File: config.mk
export PLATFORM = sky130hd
export DESIGN_NAME = router_out_fifo_flat
export DESIGN_NICKNAME = d
export VERILOG_FILES = /design/src/rtl/router_pkg.sv /design/src/rtl/router_out_fifo_if.sv /design/src/rtl/router_fifo_tmo.sv /design/src/rtl/router_out_fifo.sv /design/src/flat_wrapper.sv
export SDC_FILE = /design/constraint.sdc
export NUM_CORES = 1
export LEC_CHECK = 0
export ABC_AREA = 0
export CORE_MARGIN = 2
export CORE_UTILIZATION = 32
export CTS_CLUSTER_DIAMETER = 150
export DETAILED_ROUTE_END_ITERATION = 10
export HOLD_SLACK_MARGIN = 0.15
export PLACE_DENSITY = 0.61
export RECOVER_POWER = 100
export SYNTH_ARGS = -nofsm -noshare
export SYNTH_HDL_FRONTEND = slang
export SYNTH_SLANG_ARGS = --single-unit
File: constraint.sdc
create_clock -name clock -period 2.2 [get_ports clock]
set_input_delay 0.66 -clock clock [delete_from_list [all_inputs] [get_ports clock]]
set_output_delay 0.66 -clock clock [all_outputs]
set_load 0.01 [all_outputs]
File: src/rtl/router_pkg.sv
// Purpose: shared widths, depths and the stored-word type for the router output FIFO.
// Latency: n/a (types and constants only).
// Backpressure: n/a.
package router_pkg;

    localparam int DATA_W         = 8;
    localparam int FIFO_DEPTH     = 16;
    localparam int PTR_W          = 5;
    localparam int ADDR_W         = PTR_W - 1;
    localparam int PKT_CNT_W      = 7;
    localparam int TIMEOUT_CYCLES = 30;
    localparam int TMO_W          = 5;

    // One FIFO entry: header flag on top, payload byte below.
    typedef struct packed {
        logic              hdr;
        logic [DATA_W-1:0] dat;
    } fifo_word_t;

    // Header length field plus one for the parity byte.
    function automatic logic [PKT_CNT_W-1:0] pkt_load(input logic [DATA_W-1:0] hdr_byte);
        return {1'b0, hdr_byte[DATA_W-1:2]} + PKT_CNT_W'(1);
    endfunction

endpackage

File: src/rtl/router_out_fifo_if.sv
// Purpose: byte-wide write/read bus between router stages and one output FIFO.
// Latency: n/a (wiring only).
// Backpressure: writer watches full, reader watches empty/vld_out.
interface router_out_fifo_if;
    import router_pkg::*;

    logic              write_enb;
    logic              lfd_state;
    logic [DATA_W-1:0] data_in;
    logic              read_enb;
    logic [DATA_W-1:0] data_out;
    logic              vld_out;
    logic              full;
    logic              empty;
    logic              pkt_end;

    modport master (
        output write_enb, lfd_state, data_in, read_enb,
        input  data_out, vld_out, full, empty, pkt_end
    );

    modport slave (
        input  write_enb, lfd_state, data_in, read_enb,
        output data_out, vld_out, full, empty, pkt_end
    );

endinterface

File: src/rtl/router_fifo_tmo.sv
// Purpose: counts consecutive cycles of valid data that nobody reads and flags a stall.
// Latency: hit is combinational during the TIMEOUT_CYCLES-th stalled cycle.
// Backpressure: none; any read, flush or reset restarts the count.
module router_fifo_tmo
    import router_pkg::*;
(
    input  logic clock,
    input  logic reset,
    input  logic clear,
    input  logic vld,
    input  logic read_enb,
    output logic hit
);

    localparam logic [TMO_W-1:0] TMO_LAST = TMO_W'(TIMEOUT_CYCLES - 1);

    logic [TMO_W-1:0] cnt;
    logic             stall;

    assign stall = vld && !read_enb;
    assign hit   = stall && (cnt == TMO_LAST);

    // Stall counter: restarts whenever the run of unread valid cycles is broken.
    always_ff @(posedge clock) begin
        if (reset || clear || hit || !stall) begin
            cnt <= '0;
        end else begin
            cnt <= cnt + TMO_W'(1);
        end
    end

endmodule

File: src/rtl/router_out_fifo.sv
// Purpose: 16x9 router output FIFO with packet-end detection; ROUTER_FIFO_TIMEOUT_EN adds a stall self-flush.
// Latency: data_out registered, valid one cycle after read_enb sampled with empty=0.
// Backpressure: writes dropped while full, reads ignored while empty (pre-edge occupancy).
module router_out_fifo
    import router_pkg::*;
(
    input  logic clock,
    input  logic reset,
    input  logic soft_reset,
`ifdef ROUTER_FIFO_TIMEOUT_EN
    output logic soft_reset_out,
`endif
    router_out_fifo_if.slave bus
);

    logic [PTR_W-1:0]     wr_ptr;
    logic [PTR_W-1:0]     rd_ptr;
    fifo_word_t           mem [FIFO_DEPTH];
    fifo_word_t           wr_word;
    fifo_word_t           rd_word;
    logic [PKT_CNT_W-1:0] pkt_cnt;
    logic [DATA_W-1:0]    data_q;
    logic                 pkt_end_q;
    logic                 full_w;
    logic                 empty_w;
    logic                 do_wr;
    logic                 do_rd;
    logic                 flush;
    logic                 tmo_hit;

`ifdef ROUTER_FIFO_TIMEOUT_EN
    router_fifo_tmo u_tmo (
        .clock    (clock),
        .reset    (reset),
        .clear    (soft_reset),
        .vld      (!empty_w),
        .read_enb (bus.read_enb),
        .hit      (tmo_hit)
    );
    assign soft_reset_out = tmo_hit;
`else
    assign tmo_hit = 1'b0;
`endif

    // A stall timeout flushes exactly like an external soft reset.
    assign flush = soft_reset || tmo_hit;

    assign full_w  = (wr_ptr[ADDR_W-1:0] == rd_ptr[ADDR_W-1:0]) &&
                     (wr_ptr[PTR_W-1] != rd_ptr[PTR_W-1]);
    assign empty_w = (wr_ptr == rd_ptr);
    assign do_wr   = bus.write_enb && !full_w;
    assign do_rd   = bus.read_enb && !empty_w;

    assign wr_word.hdr = bus.lfd_state;
    assign wr_word.dat = bus.data_in;
    assign rd_word     = mem[rd_ptr[ADDR_W-1:0]];

    assign bus.data_out = data_q;
    assign bus.pkt_end  = pkt_end_q;
    assign bus.full     = full_w;
    assign bus.empty    = empty_w;
    assign bus.vld_out  = !empty_w;

    // Pointers: flush beats any read/write in the same cycle.
    always_ff @(posedge clock) begin
        if (reset || flush) begin
            wr_ptr <= '0;
            rd_ptr <= '0;
        end else begin
            if (do_wr) wr_ptr <= wr_ptr + PTR_W'(1);
            if (do_rd) rd_ptr <= rd_ptr + PTR_W'(1);
        end
    end

    // Storage: not cleared on reset, only gated so a flushed write never lands.
    always_ff @(posedge clock) begin
        if (do_wr && !reset && !flush) begin
            mem[wr_ptr[ADDR_W-1:0]] <= wr_word;
        end
    end

    // Read data and packet tracking; a header always reloads, abandoning any partial packet.
    always_ff @(posedge clock) begin
        if (reset || flush) begin
            data_q    <= '0;
            pkt_cnt   <= '0;
            pkt_end_q <= 1'b0;
        end else begin
            pkt_end_q <= 1'b0;
            if (do_rd) begin
                data_q <= rd_word.dat;
                if (rd_word.hdr) begin
                    pkt_cnt <= pkt_load(rd_word.dat);
                end else if (pkt_cnt != '0) begin
                    pkt_cnt   <= pkt_cnt - PKT_CNT_W'(1);
                    pkt_end_q <= (pkt_cnt == PKT_CNT_W'(1));
                end
            end
        end
    end

endmodule

File: src/flat_wrapper.sv
// flat-port wrapper written by rule: the top's interface ports become plain ports
module router_out_fifo_flat import router_pkg::*;
  (clock, reset, soft_reset, bus_write_enb, bus_lfd_state, bus_data_in, bus_read_enb, bus_data_out, bus_vld_out, bus_full, bus_empty, bus_pkt_end);
  router_out_fifo_if bus_i ();
  input  logic clock;
  input  logic reset;
  input  logic soft_reset;
  input wire logic [$bits(bus_i.write_enb)-1:0] bus_write_enb;
  input wire logic [$bits(bus_i.lfd_state)-1:0] bus_lfd_state;
  input wire logic [$bits(bus_i.data_in)-1:0] bus_data_in;
  input wire logic [$bits(bus_i.read_enb)-1:0] bus_read_enb;
  output wire logic [$bits(bus_i.data_out)-1:0] bus_data_out;
  output wire logic [$bits(bus_i.vld_out)-1:0] bus_vld_out;
  output wire logic [$bits(bus_i.full)-1:0] bus_full;
  output wire logic [$bits(bus_i.empty)-1:0] bus_empty;
  output wire logic [$bits(bus_i.pkt_end)-1:0] bus_pkt_end;
  assign bus_i.write_enb = bus_write_enb;
  assign bus_i.lfd_state = bus_lfd_state;
  assign bus_i.data_in = bus_data_in;
  assign bus_i.read_enb = bus_read_enb;
  assign bus_data_out = bus_i.data_out;
  assign bus_vld_out = bus_i.vld_out;
  assign bus_full = bus_i.full;
  assign bus_empty = bus_i.empty;
  assign bus_pkt_end = bus_i.pkt_end;
  router_out_fifo u_core (.clock(clock), .reset(reset), .soft_reset(soft_reset), .bus(bus_i));
endmodule
# [After elaboration in Yosys (flattened, before gate mapping)]
# Memory sizes are Yosys's and may differ from the RTL's. A register that Yosys moved wholly into a read port is not among the register bits.
# Index checks and enable logic that the tools add are counted.
# Widths: inputs -> output; s select.
[word_totals] reg_bits=26 latch_bits=0 ram_bits=144 romBits=0 input_bits=14 output_inout_bits=12 memories=1
[mem_list] memory="u_core.mem" depth=16 width=9 rd=1 rd_ports_with_merged_regs=1 wr=1 line_no="router_out_fifo.sv:18" source="fifo_word_t mem [FIFO_DEPTH];"
[op_classes] n_addsub=4 n_mul=0 div_mod_pow=0 order_cmp=0 eq_ne=4 n_shift=0 muxes=6 bitwise_logic=2 reduce_logical=14
[ops] op="$mux 7" n=2
[ops] op="$add 5x1->5 const B" n=2
[ops] op="$mux 4" n=2
[ops] op="$add 6x1->7 const B" n=1
[ops] op="$eq 7x1->1 const B" n=1
[ops] op="$reduce_bool 7->1" n=1
[ops] op="$sub 7x1->7 const B" n=1
[ops] op="$eq 5x5->1" n=1
[ops] op="$logic_and 1x1->1" n=5
[ops] op="$eq 4x4->1" n=1
[ops] op="$logic_not 1->1" n=4
[ops] op="$reduce_or 4->1" n=1
[ops] op="$mux 1" n=2
[ops] op="$not 1->1" n=2
[ops] op="$reduce_and 2->1" n=1
[ops] op="$reduce_bool 2->1" n=1
[ops] op="$logic_or 1x1->1" n=1
[ops] op="$ne 1x1->1" n=1

# [Depth between registers and ports, before layout]
# Gate-level depths: netlist of run 1.
[depth] word_depth=8 ltp_mapped=9

# [Worst setup path after synthesis of run 1]
# Ideal clock, no wire load.
[synth_path] kind="reg2reg" from="reg u_core.wr_ptr[2]" to="mem u_core.mem[0][0] (netlist name), enable pin" setup_ns=0.387 arrival_time_ns=2.057 required_ns=1.813 setup_slack_ns=-0.244 stages_incl_launch_ff=8 n_path_buf=1 cell_sequence="dfxtp_1 clkbuf_1 xnor2_1 nand4_1 o21a_1 and2_1 nand2_1 nor3_1"
[synth_between] elab_chain_len=8
[synth_lines] item="from (decl)" line_no="router_out_fifo.sv:16" source="logic [PTR_W-1:0] wr_ptr;"
[synth_lines] item="from (signal assigned)" line_no="router_out_fifo.sv:70" source="if (do_wr) wr_ptr <= wr_ptr + PTR_W'(1);"
[synth_lines] item="$eq 4x4->1" line_no="router_out_fifo.sv:48" source="assign full_w = (wr_ptr[ADDR_W-1:0] == rd_ptr[ADDR_W-1:0]) &&"
[synth_lines] item="$logic_and 1x1->1" line_no="router_out_fifo.sv:48"
[synth_lines] item="$logic_not 1->1" line_no="router_out_fifo.sv:51" source="assign do_wr = bus.write_enb && !full_w;"
[synth_lines] item="$logic_and 1x1->1" line_no="router_out_fifo.sv:51"
[synth_lines] item="$logic_and 1x1->1 (2 in a row)" line_no="router_out_fifo.sv:77" source="if (do_wr && !reset && !flush) begin"
[synth_lines] item="$mux 1" line_no="router_out_fifo.sv:77"
[synth_lines] item="$mux 1 (implied by the code)" line_no="router_out_fifo.sv:78" source="mem[wr_ptr[ADDR_W-1:0]] <= wr_word;"
[synth_lines] item="to (decl)" line_no="router_out_fifo.sv:18"
# Several ways; a longest one is shown, not always the timed one.

==> metrics.yaml, run 1 <==
setup_violations: 3
outcome: "finished, violations left"
relSlewSlack_pct: 47.86
cts_root_buffer: "sky130_fd_sc_hd__clkbuf_16"
regToRegEndpoint: "u_core.pkt_cnt[6]"
max-clock-path-buffers: 2
synth_most_common_cell: "sky130_fd_sc_hd__edfxtp_1"
drc_errors: 0
netlist_instances: 420
clock_tree_from_tritoncts: "built"
timing.critical_path.cells: "mux4_2, mux4_2, buf_6, nor2_1, nor2_1, o221a_1"
floorplan.initialDensity_pct: 32.39
violations_in_the_final_reports: "negative setup slack"
r2r_cells: 6
clkTransAtPathRegs_ns: 0.07
ys_async_sr_fraction_pct: 0
finalClockSkew_ns: 0.01514
synthesis.yosys.warnings: 0
cts_buffers: 17
fin_crit_sh_pct: 102.2
place_congestion: 0.7987
design.portCount: 26
leakage_nw: 3.002
power.switching_fraction_pct: 22.55
power.density_cell_area_nw_per_um2: 757.7
number_of_nets_produced_by_synthesis: 443
synthDistinctLibCells: 42
worstSetupStartpointType: "register"
slowest_stage: "sky130_fd_sc_hd__mux4_2"
postLayoutCellArea_sq_um: 9075
post_synth.cell_area_avg_sq_um: 16.72
synth-seq-area-share_pct: 70.11
antenna_cells: 0
min-delay-start: "u_core.bus.data_out[1]"
mappedNetlistArea_sq_um: 7024
timing_hold_violations_final: 0
synth.top_cell.area_share_pct: 61.56
vias_per_cell: 4.990
total_negative_slack_for_setup_checks_ns: -0.08697
nets_finish: 549
finalWorstPathRequiredPeriod_ns: 2.248
final-max-slew-violation-count: 0
tritoncts_num_sinks: 174
h-tree-depth: 4
timing.max_cap.violations: 0
via_count_of_the_first_global_routing_pass: 4197
mean_routed_wirelength_per_cell_um: 19.43
finish.utilization_pct: 41.84
detailedRoute.firstPassIterationCount: 5
power.share.sequential_pct: 52.0
fill_cells: 1884
fmax_mhz: 444.8
p_comb_share_pct: 4.3
placedCellCount: 769
critPathArrivalTime_ns: 2.57
power.ir.vdd_worst_uv: 456.8
die_height_um: 152.2
clock_network_latency_to_the_later_pin_of_the_worst_skew_pair_ns: 0.43
pin_count_of_the_biggest_net_entering_global_routing: 19
power.internal_mw: 5.325
crit_required_ns: 2.52
synth_top_cell_by_area: "sky130_fd_sc_hd__edfxtp_1"
dominant_register_cell_in_the_synthesized_netlist: "sky130_fd_sc_hd__edfxtp_1"
timing.critical_path.to_type: "register"
initialDrtViolationCount: 334
core-area_sq_um: 21690
global_route.overflow_total: 0
grt_util_all_layers_pct: 13.70
wire_length_of_the_first_global_routing_pass_um: 24010
edff_count_synth: 144
syn_to_final_growth_pct: 29.19
timing.setup.critical_path_class: "reg -> reg"
timing.reg2reg.setup_slack_ns: -0.05
core.rowCount: 54
hold_path_class: "reg -> reg"
vias: 4087
worst_slack_ns: -0.04838
drive_above_1_share_pct: 36.55
initial_antenna_violation_count: 0
place_worst_setup_slack_ns: -0.3113
critical_path_fanout_max: 7
stdcell_count: 819
yosys_register_bits: 174
antenna_left: 0
dpl.hpwl_um: 10330
rsz0062_at_grt: "true"
crit_path_max_incr_delay_ns: 0.61
synth.top_cells.by_area: "sky130_fd_sc_hd__edfxtp_1 (62%), sky130_fd_sc_hd__mux4_2 (13%), sky130_fd_sc_hd__dfxtp_1 (8.6%)"
die_width_um: 152.2
worst_setup_path_endpoint: "u_core.pkt_cnt[6]"
tightest_slew_ns: 0.7821
synth_common_cells: "sky130_fd_sc_hd__edfxtp_1 (144), sky130_fd_sc_hd__mux4_2 (39), sky130_fd_sc_hd__nand2_1 (37), sky130_fd_sc_hd__nor2_1 (32), sky130_fd_sc_hd__dfxtp_1 (30)"
dpl_cell_area_sq_um: 8088
power.share.clock_pct: 43.7
switchingPower_mw: 1.551
fp.dieArea_sq_um: 23150
buffer_ports.inserted: 25
routed_wl_um: 15910
cts.hold.buffers_added: 0
-- cell usage in the layout, fill, tap and decap left out, types with 3 or more instances in the layout --
cell                              netlist  final
sky130_fd_sc_hd__a22oi_1               10      4
sky130_fd_sc_hd__nor2_1                32     28
sky130_fd_sc_hd__dlygate4sd3_1          0     10
sky130_fd_sc_hd__nor2b_1                3      3
sky130_fd_sc_hd__nand4_1                5      5
sky130_fd_sc_hd__inv_8                  0      3
sky130_fd_sc_hd__a21oi_1               17     17
sky130_fd_sc_hd__xnor2_1                8      6
sky130_fd_sc_hd__nand3_1                6      5
sky130_fd_sc_hd__clkdlybuf4s50_1        0     12
sky130_fd_sc_hd__edfxtp_1             144    144
sky130_fd_sc_hd__buf_2                  3      4
sky130_fd_sc_hd__ha_1                   9      8
sky130_fd_sc_hd__dfxtp_2                0      4
sky130_fd_sc_hd__buf_12                 0      5
sky130_fd_sc_hd__dfxtp_1               30     24
sky130_fd_sc_hd__nor3_2                 0      3
sky130_fd_sc_hd__inv_6                  0      6
sky130_fd_sc_hd__buf_6                  2     15
sky130_fd_sc_hd__xor2_1                 8      8
sky130_fd_sc_hd__buf_4                  2     54
sky130_fd_sc_hd__o21ai_1                3      3
sky130_fd_sc_hd__inv_1                  6      6
sky130_fd_sc_hd__nor2_4                 0      3
sky130_fd_sc_hd__nand2_2                0      3
sky130_fd_sc_hd__mux2i_2                0      3
sky130_fd_sc_hd__nor4_1                 3      3
sky130_fd_sc_hd__nand2_1               37     30
sky130_fd_sc_hd__clkbuf_16              0     18
sky130_fd_sc_hd__mux4_2                39     39
sky130_fd_sc_hd__a22oi_2                0      6
sky130_fd_sc_hd__nand2_4                0      3
-- repair_timing --
item / CTS / global route
setup endpoints to repair: 10 / 170
pin swaps: 14 / 9
gates resized for setup: 29 / 53
hold endpoints to repair: 0 / 0
setup buffers: 13 / 1
cloned: 1 / 5
-- final cells by class --
class                   instances  area [sq um]  area share (%)
well taps                     280         350.3           3.860
flip-flops and latches        174          4937           54.41
clock inverters                15         167.7           1.848
multi-input cells             221          2202           24.27
inverters                       6         22.52          0.2482
repair buffers                106         969.7           10.69
clock buffers                  17         425.4           4.688
-- layer usage --
metal	routed length [um]	global-route usage (%)	vias to the layer above
li1	-	-	1858
met1	6819	18.40	2085
met2	7904	21.49	122
met3	894	3.242	22
met4	294	5.741	0
met5	0	0	-
-- stage by stage --
stage                     hold WS [ns]  power (mW)
after floorplan                 0.4805       3.766
after CTS                       0.4575       6.918
final                           0.4562       6.876
after global routing            0.4847       7.083
after detailed placement        0.4480       3.909
after global placement          0.4470       3.906
-- state kept, by name, summed over array words and instances (netlist names), named ones only --
register	count
u_core.bus.pkt_end	1
u_core.wr_ptr	5
u_core.pkt_cnt	7
u_core.mem	144
u_core.bus.data_out	8
u_core.rd_ptr	5
-- cells by family after synthesis --
kind of cell / Yosys count / synth area share, %
AOI/OAI and AO/OA: 49 / 4.792
xor gates and xnor gates: 16 / 1.995
adders and majority gates: 9 / 1.603
buffers and inverters: 25 / 1.710
DFF: 174 / 70.11
muxes: 44 / 13.22
and+or+nand+nor: 103 / 6.573
-- worst min path at each step --
| stage | endpoint | slack [ns] | cells after the start |
|---|---|---|---|
| 2_1_floorplan | u_core.bus.data_out[0] | 0.48 | 2 |
| 3_3_place_gp | u_core.bus.data_out[5] | 0.45 | 2 |
| 3_5_place_dp | u_core.bus.data_out[1] | 0.45 | 2 |
| 4_1_cts | u_core.bus.data_out[1] | 0.46 | 2 |
| 5_1_grt | u_core.bus.data_out[1] | 0.48 | 2 |
| 6_report | u_core.bus.data_out[1] | 0.46 | 2 |
-- power by group through the flow --
stage                     Combinational [mW]  Sequential [mW]  Clock (mW)
after floorplan                        0.114             3.65           0
after global placement                 0.254             3.65           0
after detailed placement               0.257             3.65           0
after CTS                              0.284             3.58        3.06
after global routing                   0.319             3.58        3.19
final                                  0.293             3.58        3.01
-- worst max-delay path: cells and delay by family (launching register included) --
kind | cells | cell delay (ns)
AO/OA/AOI/OAI | 1 | 0.24
buffers and inverters | 1 | 0.18
flip-flops | 1 | 0.42
multiplexers | 2 | 1.13
AND/OR/NAND/NOR | 2 | 0.18
(Power assumes the default switching activity.)
==> run 2: changes to the inputs <==
--- a/config.mk
+++ b/config.mk
@@ -11,2 +11,3 @@
 export CTS_CLUSTER_DIAMETER = 150
+export CTS_CLUSTER_SIZE = 10
 export DETAILED_ROUTE_END_ITERATION = 10
==> constraint.sdc (replaced) <==
create_clock -name clock -period 2.2 [get_ports clock]
set_input_delay 0.33 -clock clock [delete_from_list [all_inputs] [get_ports clock]]
set_output_delay 0.33 -clock clock [all_outputs]
set_load 0.01 [all_outputs]
==> metrics.yaml, run 2 (same netlist as run 1, synthesis figures left out) <==
core-area_sq_um: 21690
initialDrtViolationCount: 317
power.density_cell_area_nw_per_um2: 775.2
die_height_um: 152.2
initial_antenna_violation_count: 1
min-delay-start: "u_core.bus.data_out[5]"
clock_network_latency_to_the_later_pin_of_the_worst_skew_pair_ns: 0.42
timing.critical_path.buf_inv: 1
slowest_stage: "sky130_fd_sc_hd__mux4_2"
power.ir.vdd_worst_uv: 535.0
cts_buffers: 17
design.portCount: 26
mostFrequentLayoutCells: "sky130_fd_sc_hd__edfxtp_1 (144), sky130_fd_sc_hd__buf_4 (42), sky130_fd_sc_hd__mux4_2 (39)"
mean_routed_wirelength_per_cell_um: 18.89
timing.setup.critical_path_class: "reg -> reg"
timing.critical_path.cells: "mux4_2, mux4_2, buf_4, a31o_1, a21oi_2, o221a_1"
min_to: "u_core.bus.data_out[5]"
timing.critical_path.to_type: "register"
fp.dieArea_sq_um: 23150
worstSetupStartpointType: "register"
fin_crit_sh_pct: 97.52
total_negative_slack_for_setup_checks_ns: 0
rsz0062_at_grt: "true"
drive_above_1_share_pct: 29.42
largest_register_ffs: 144
max-clock-path-buffers: 2
wire_length_of_the_first_global_routing_pass_um: 22890
leakage_nw: 2.839
finalClockSkew_ns: 0.007979
clock_tree_from_tritoncts: "built"
fill_cells: 1956
cts_root_buffer: "sky130_fd_sc_hd__clkbuf_16"
timing.reg2reg.setup_slack_ns: 0.05
relSlewSlack_pct: 64.13
layout_commonest_cell: "sky130_fd_sc_hd__edfxtp_1"
buffer_ports.inserted: 25
vias: 3992
dpl_cell_area_sq_um: 7983
syn_to_final_growth_pct: 23.44
grt_util_all_layers_pct: 13.16
critical_path_fanout_max: 6
tritoncts_num_sinks: 174
timing.max_cap.violations: 0
setup_violations: 0
timing_hold_violations_final: 0
routed_wl_um: 15110
place_congestion: 0.8019
drc_errors: 0
pin_count_of_the_biggest_net_entering_global_routing: 18
holdPathStages: 2
antenna_cells: 0
fmax_mhz: 466.1
via_count_of_the_first_global_routing_pass: 4009
global_route.overflow_total: 0
hold_path_class: "reg -> reg"
floorplan.initialDensity_pct: 32.39
tightest_slew_ns: 0.5363
critPathArrivalTime_ns: 2.51
r2r_cells: 6
final-max-slew-violation-count: 0
vias_per_cell: 4.990
dpl.hpwl_um: 9825
core.rowCount: 54
crit_required_ns: 2.57
detailedRoute.firstPassIterationCount: 5
postLayoutCellArea_sq_um: 8671
clkTransAtPathRegs_ns: 0.07
antenna_left: 0
outcome: "complete, no violations"
finalWorstPathRequiredPeriod_ns: 2.145
finish.utilization_pct: 39.98
crit_path_max_incr_delay_ns: 0.53
timing.critical_path.mode_cell: "sky130_fd_sc_hd__mux4_2"
regToRegEndpoint: "u_core.pkt_cnt[6]"
critical_path.top_delay_family: "multiplexers"
nets_finish: 530
h-tree-depth: 4
die_width_um: 152.2
run 2: changes by cell type in the layout (fill, tap and decap cells not counted), sizes merged:
cell and change:
buf -30, clkbuf +11, clkdlybuf4s50 -8, dlygate4sd3 +8
inv -2, clkinvlp +1, dlymetal6s2s +1
run 2: worst max-delay path by stage:
stage / startpoint / end / slack [ns] / cells after the start
2_1_floorplan: u_core.wr_ptr[2] / u_core.mem[0][0] / -0.24 / 7
3_3_place_gp: register / u_core.pkt_cnt[5] / 0.03 / 8
3_5_place_dp: register / u_core.pkt_cnt[5] / -0.06 / 6
4_1_cts: register / u_core.pkt_cnt[5] / 0.0005 / 6
5_1_grt: register / u_core.pkt_cnt[5] / -0.05 / 6
6_report: register / u_core.pkt_cnt[6] / 0.05 / 6
run 2: stage by stage:
| step | power, mW | hold WS (ns) | setup slack (ns) | cells |
|---|---|---|---|---|
| 2_1_floorplan | 3.766 | 0.4289 | -0.2440 | 420 |
| 3_3_place_gp | 3.886 | 0.4481 | 0.02868 | 760 |
| 3_5_place_dp | 3.893 | 0.4548 | -0.06009 | 760 |
| 4_1_cts | 6.773 | 0.4640 | 0.0005436 | 794 |
| 5_1_grt | 6.931 | 0.4720 | -0.04813 | 800 |
| 6_report | 6.722 | 0.4583 | 0.05451 | 800 |
run 2: final cells by class:
| class | instances | area, sq um | area share (%) |
|---|---|---|---|
| Sequential cell | 174 | 4937 | 56.94 |
| Clock buffer | 18 | 429.2 | 4.949 |
| Tap cell | 280 | 350.3 | 4.040 |
| Timing Repair Buffer | 87 | 721.9 | 8.326 |
| Inverter | 6 | 22.52 | 0.2597 |
| Multi-Input combinational cell | 221 | 2058 | 23.74 |
| Clock inverter | 14 | 151.4 | 1.746 |
run 2: timing repair:
action,CTS,global route
gates resized for setup,11,22
hold buffers,0,0
pin swaps,3,2
cloned,0,1
buffers inserted,2,5
endpoints found under the setup margin,8,16
run 2: layer usage:
| layer | track usage (%) | routed length [um] | up-vias |
|---|---|---|---|
| met5 | 0 | 16 | - |
| met4 | 4.139 | 230 | 2 |
| met3 | 3.726 | 956 | 19 |
| met2 | 21.51 | 7411 | 123 |
| met1 | 17.10 | 6492 | 2024 |
| li1 | - | - | 1824 |
run 2: worst reg2reg max path: stages (launching register included):
cell and delay, ns:
sky130_fd_sc_hd__dfxtp_4 0.40, sky130_fd_sc_hd__mux4_2 0.50, sky130_fd_sc_hd__mux4_2 0.53, sky130_fd_sc_hd__buf_4 0.17, sky130_fd_sc_hd__a31o_1 0.19, sky130_fd_sc_hd__a21oi_2 0.13
sky130_fd_sc_hd__o221a_1 0.17
run 2: power by group:
group | internal [mW] | switching [mW] | total [mW] | leakage [nW]
combinational | 0.107 | 0.138 | 0.245 | 1.01
sequential | 3.57 | 0.00867 | 3.58 | 1.54
clock | 1.61 | 1.29 | 2.90 | 0.283
total | 5.28 | 1.44 | 6.72 | 2.84
==> run 3: changes to the inputs <==
- ABC_AREA: 0 -> 1
==> metrics.yaml, run 3 <==
timing.critical_path.cells: "xor2_1, nor3_2, nand3_1, clkdlybuf4s50_1"
combinational_family_with_the_most_area_after_synthesis: "simple AND/OR/NAND/NOR gates"
largest_register_ffs: 144
finalWorstPathRequiredPeriod_ns: 2.104
worstSetupStartpointType: "register"
timing.critical_path.to_type: "output port"
h-tree-depth: 4
relSlewSlack_pct: 41.96
global_route.overflow_total: 0
floorplan.initialDensity_pct: 32.85
post_synth.cell_area_avg_sq_um: 10.31
critPathArrivalTime_ns: 1.77
edff_count_synth: 144
fill_cells: 2194
synth_most_common_cell: "sky130_fd_sc_hd__nand2_1"
crit_path_max_incr_delay_ns: 0.50
worst_slack_ns: 0.09586
crit_required_ns: 1.87
core-area_sq_um: 22780
clock_network_latency_to_the_later_pin_of_the_worst_skew_pair_ns: 0.43
buffer_ports.inserted: 25
synth.top_cell.area_share_pct: 57.78
synth-seq-area-share_pct: 65.81
fmax_mhz: 475.3
finalClockSkew_ns: 0.009579
syn_to_final_growth_pct: 18.14
dpl.hpwl_um: 11220
grt_util_all_layers_pct: 14.80
critical_path_fanout_max: 4
wire_length_of_the_first_global_routing_pass_um: 27320
mappedNetlistArea_sq_um: 7483
timing_hold_violations_final: 0
nets_finish: 804
detailedRoute.firstPassIterationCount: 5
muxShareOfSynthArea_pct: 0
synthesis.yosys.warnings: 0
slowest_stage: "sky130_fd_sc_hd__clkdlybuf4s50_1"
netlist_instances: 726
vias: 5072
rsz0062_at_grt: "false"
synth_common_cells: "sky130_fd_sc_hd__nand2_1 (177), sky130_fd_sc_hd__edfxtp_1 (144), sky130_fd_sc_hd__nand3_1 (74), sky130_fd_sc_hd__inv_1 (73), sky130_fd_sc_hd__nor2_1 (71)"
cts_buffers: 17
power.total_mw: 6.963
fin_crit_sh_pct: 95.64
tritoncts_num_sinks: 174
fp.dieArea_sq_um: 24630
number_of_nets_produced_by_synthesis: 749
setup_violations: 0
power.ir.vdd_worst_uv: 484.4
timing.max_cap.violations: 0
synth_top_cell_by_area: "sky130_fd_sc_hd__edfxtp_1"
outcome: "complete, no violations"
synthDistinctLibCells: 32
leakage_nw: 3.463
finish.utilization_pct: 38.81
synth_compound_gate_area_share_pct: 6.688
dominant_register_cell_in_the_synthesized_netlist: "sky130_fd_sc_hd__edfxtp_1"
drive_above_1_share_pct: 10.58
core.rowCount: 55
tightest_slew_ns: 0.8707
power.density_cell_area_nw_per_um2: 787.6
synth-simple-area-share_pct: 18.24
antenna_cells: 0
initialDrtViolationCount: 493
mean_routed_wirelength_per_cell_um: 15.67
via_count_of_the_first_global_routing_pass: 4910
ys_async_sr_fraction_pct: 0
drc_errors: 0
hold_path_class: "reg -> reg"
vias_per_cell: 4.582
clock_tree_from_tritoncts: "built"
pin_count_of_the_biggest_net_entering_global_routing: 50
total_negative_slack_for_setup_checks_ns: 0
initial_antenna_violation_count: 0
clkTransAtPathRegs_ns: 0.06
die_height_um: 156.9
die_width_um: 156.9
timing.setup.critical_path_class: "reg -> out"
cts_root_buffer: "sky130_fd_sc_hd__clkbuf_16"
place_congestion: 0.8168
area_share_of_fa_ha_maj_cells_after_synthesis_pct: 1.505
routed_wl_um: 17340
mostFrequentLayoutCells: "sky130_fd_sc_hd__nand2_1 (177), sky130_fd_sc_hd__edfxtp_1 (144), sky130_fd_sc_hd__nand3_1 (74)"
layout_commonest_cell: "sky130_fd_sc_hd__nand2_1"
final-max-slew-violation-count: 0
antenna_left: 0
synthXorXnorAreaFrac_pct: 1.053
synth.top_cells.by_area: "sky130_fd_sc_hd__edfxtp_1 (58%), sky130_fd_sc_hd__nand2_1 (8.9%), sky130_fd_sc_hd__dfxtp_1 (8.0%)"
design.portCount: 26
yosys_register_bits: 174
max-clock-path-buffers: 2
place_worst_setup_slack_ns: 0.04801
## run 3: power breakdown
group | switching (mW) | internal, mW
Clock | 1.22 | 1.76
Combinational | 0.257 | 0.135
Sequential | 0.0121 | 3.58
Total | 1.48 | 5.48
## run 3: through the flow
| step | area, sq um | instances | hold slack (ns) |
|---|---|---|---|
| 3_5_place_dp | 8285 | 1074 | 0.4645 |
| 4_1_cts | 8891 | 1107 | 0.4724 |
| 6_report | 8841 | 1107 | 0.4694 |
| 3_3_place_gp | 8285 | 1074 | 0.4539 |
| 2_1_floorplan | 7483 | 726 | 0.4289 |
| 5_1_grt | 8841 | 1107 | 0.5200 |
## run 3: repair_timing
| item | 4_1_cts | 5_1_grt |
|---|---|---|
| hold buffers | 0 | 0 |
| gates resized for setup | 3 | 3 |
| cloned | 0 | 0 |
| pin swaps | 1 | 1 |
| setup endpoints to repair | 3 | 62 |
| buffers inserted | 1 | 0 |
## run 3: final cells by class
| cell class | count | area (sq um) | share of cell area (%) |
|---|---|---|---|
| flip-flops and latches | 174 | 4926 | 55.72 |
| multi-input cells | 441 | 2064 | 23.35 |
| repair buffers | 67 | 561.8 | 6.354 |
| clock buffers | 24 | 516.7 | 5.845 |
| well taps | 313 | 391.6 | 4.430 |
| inverters | 80 | 302.8 | 3.425 |
| clock inverters | 8 | 77.57 | 0.8774 |
## run 3: logic make-up (layout without fill, tap and decap cells)
family,after synthesis,in the layout
compound gates,90,90
buf+inv,111,179
flops,174,174
simple gates,333,333
fa+ha+maj,9,9
xor+xnor,9,9
## run 3: layer usage
layer | wire [um] | part of all wire [%] | GRT usage (%)
met4 | 268 | 1.5 | 4.456
met1 | 7903 | 46 | 19.32
met3 | 730 | 4.2 | 2.946
met2 | 8441 | 49 | 24.92
met5 | 0 | 0 | 0
## run 3: worst max-delay path: cells and delay by family, from the launching register on
kind	cells	cell delay, ns
flip-flops	1	0.35
buffers and inverters	1	0.50
AND/OR/NAND/NOR	2	0.32
XOR/XNOR	1	0.18
## run 3: final timing paths
check,startpoint,end,slack [ns],depth (start not counted)
max reg2reg,u_core.rd_ptr[2],u_core.mem[9][3],0.14,8
min,u_core.rd_ptr[4],u_core.rd_ptr[4],0.47,1
min reg2reg,u_core.rd_ptr[4],u_core.rd_ptr[4],0.47,1
max,u_core.rd_ptr[2],bus_vld_out,0.1,4
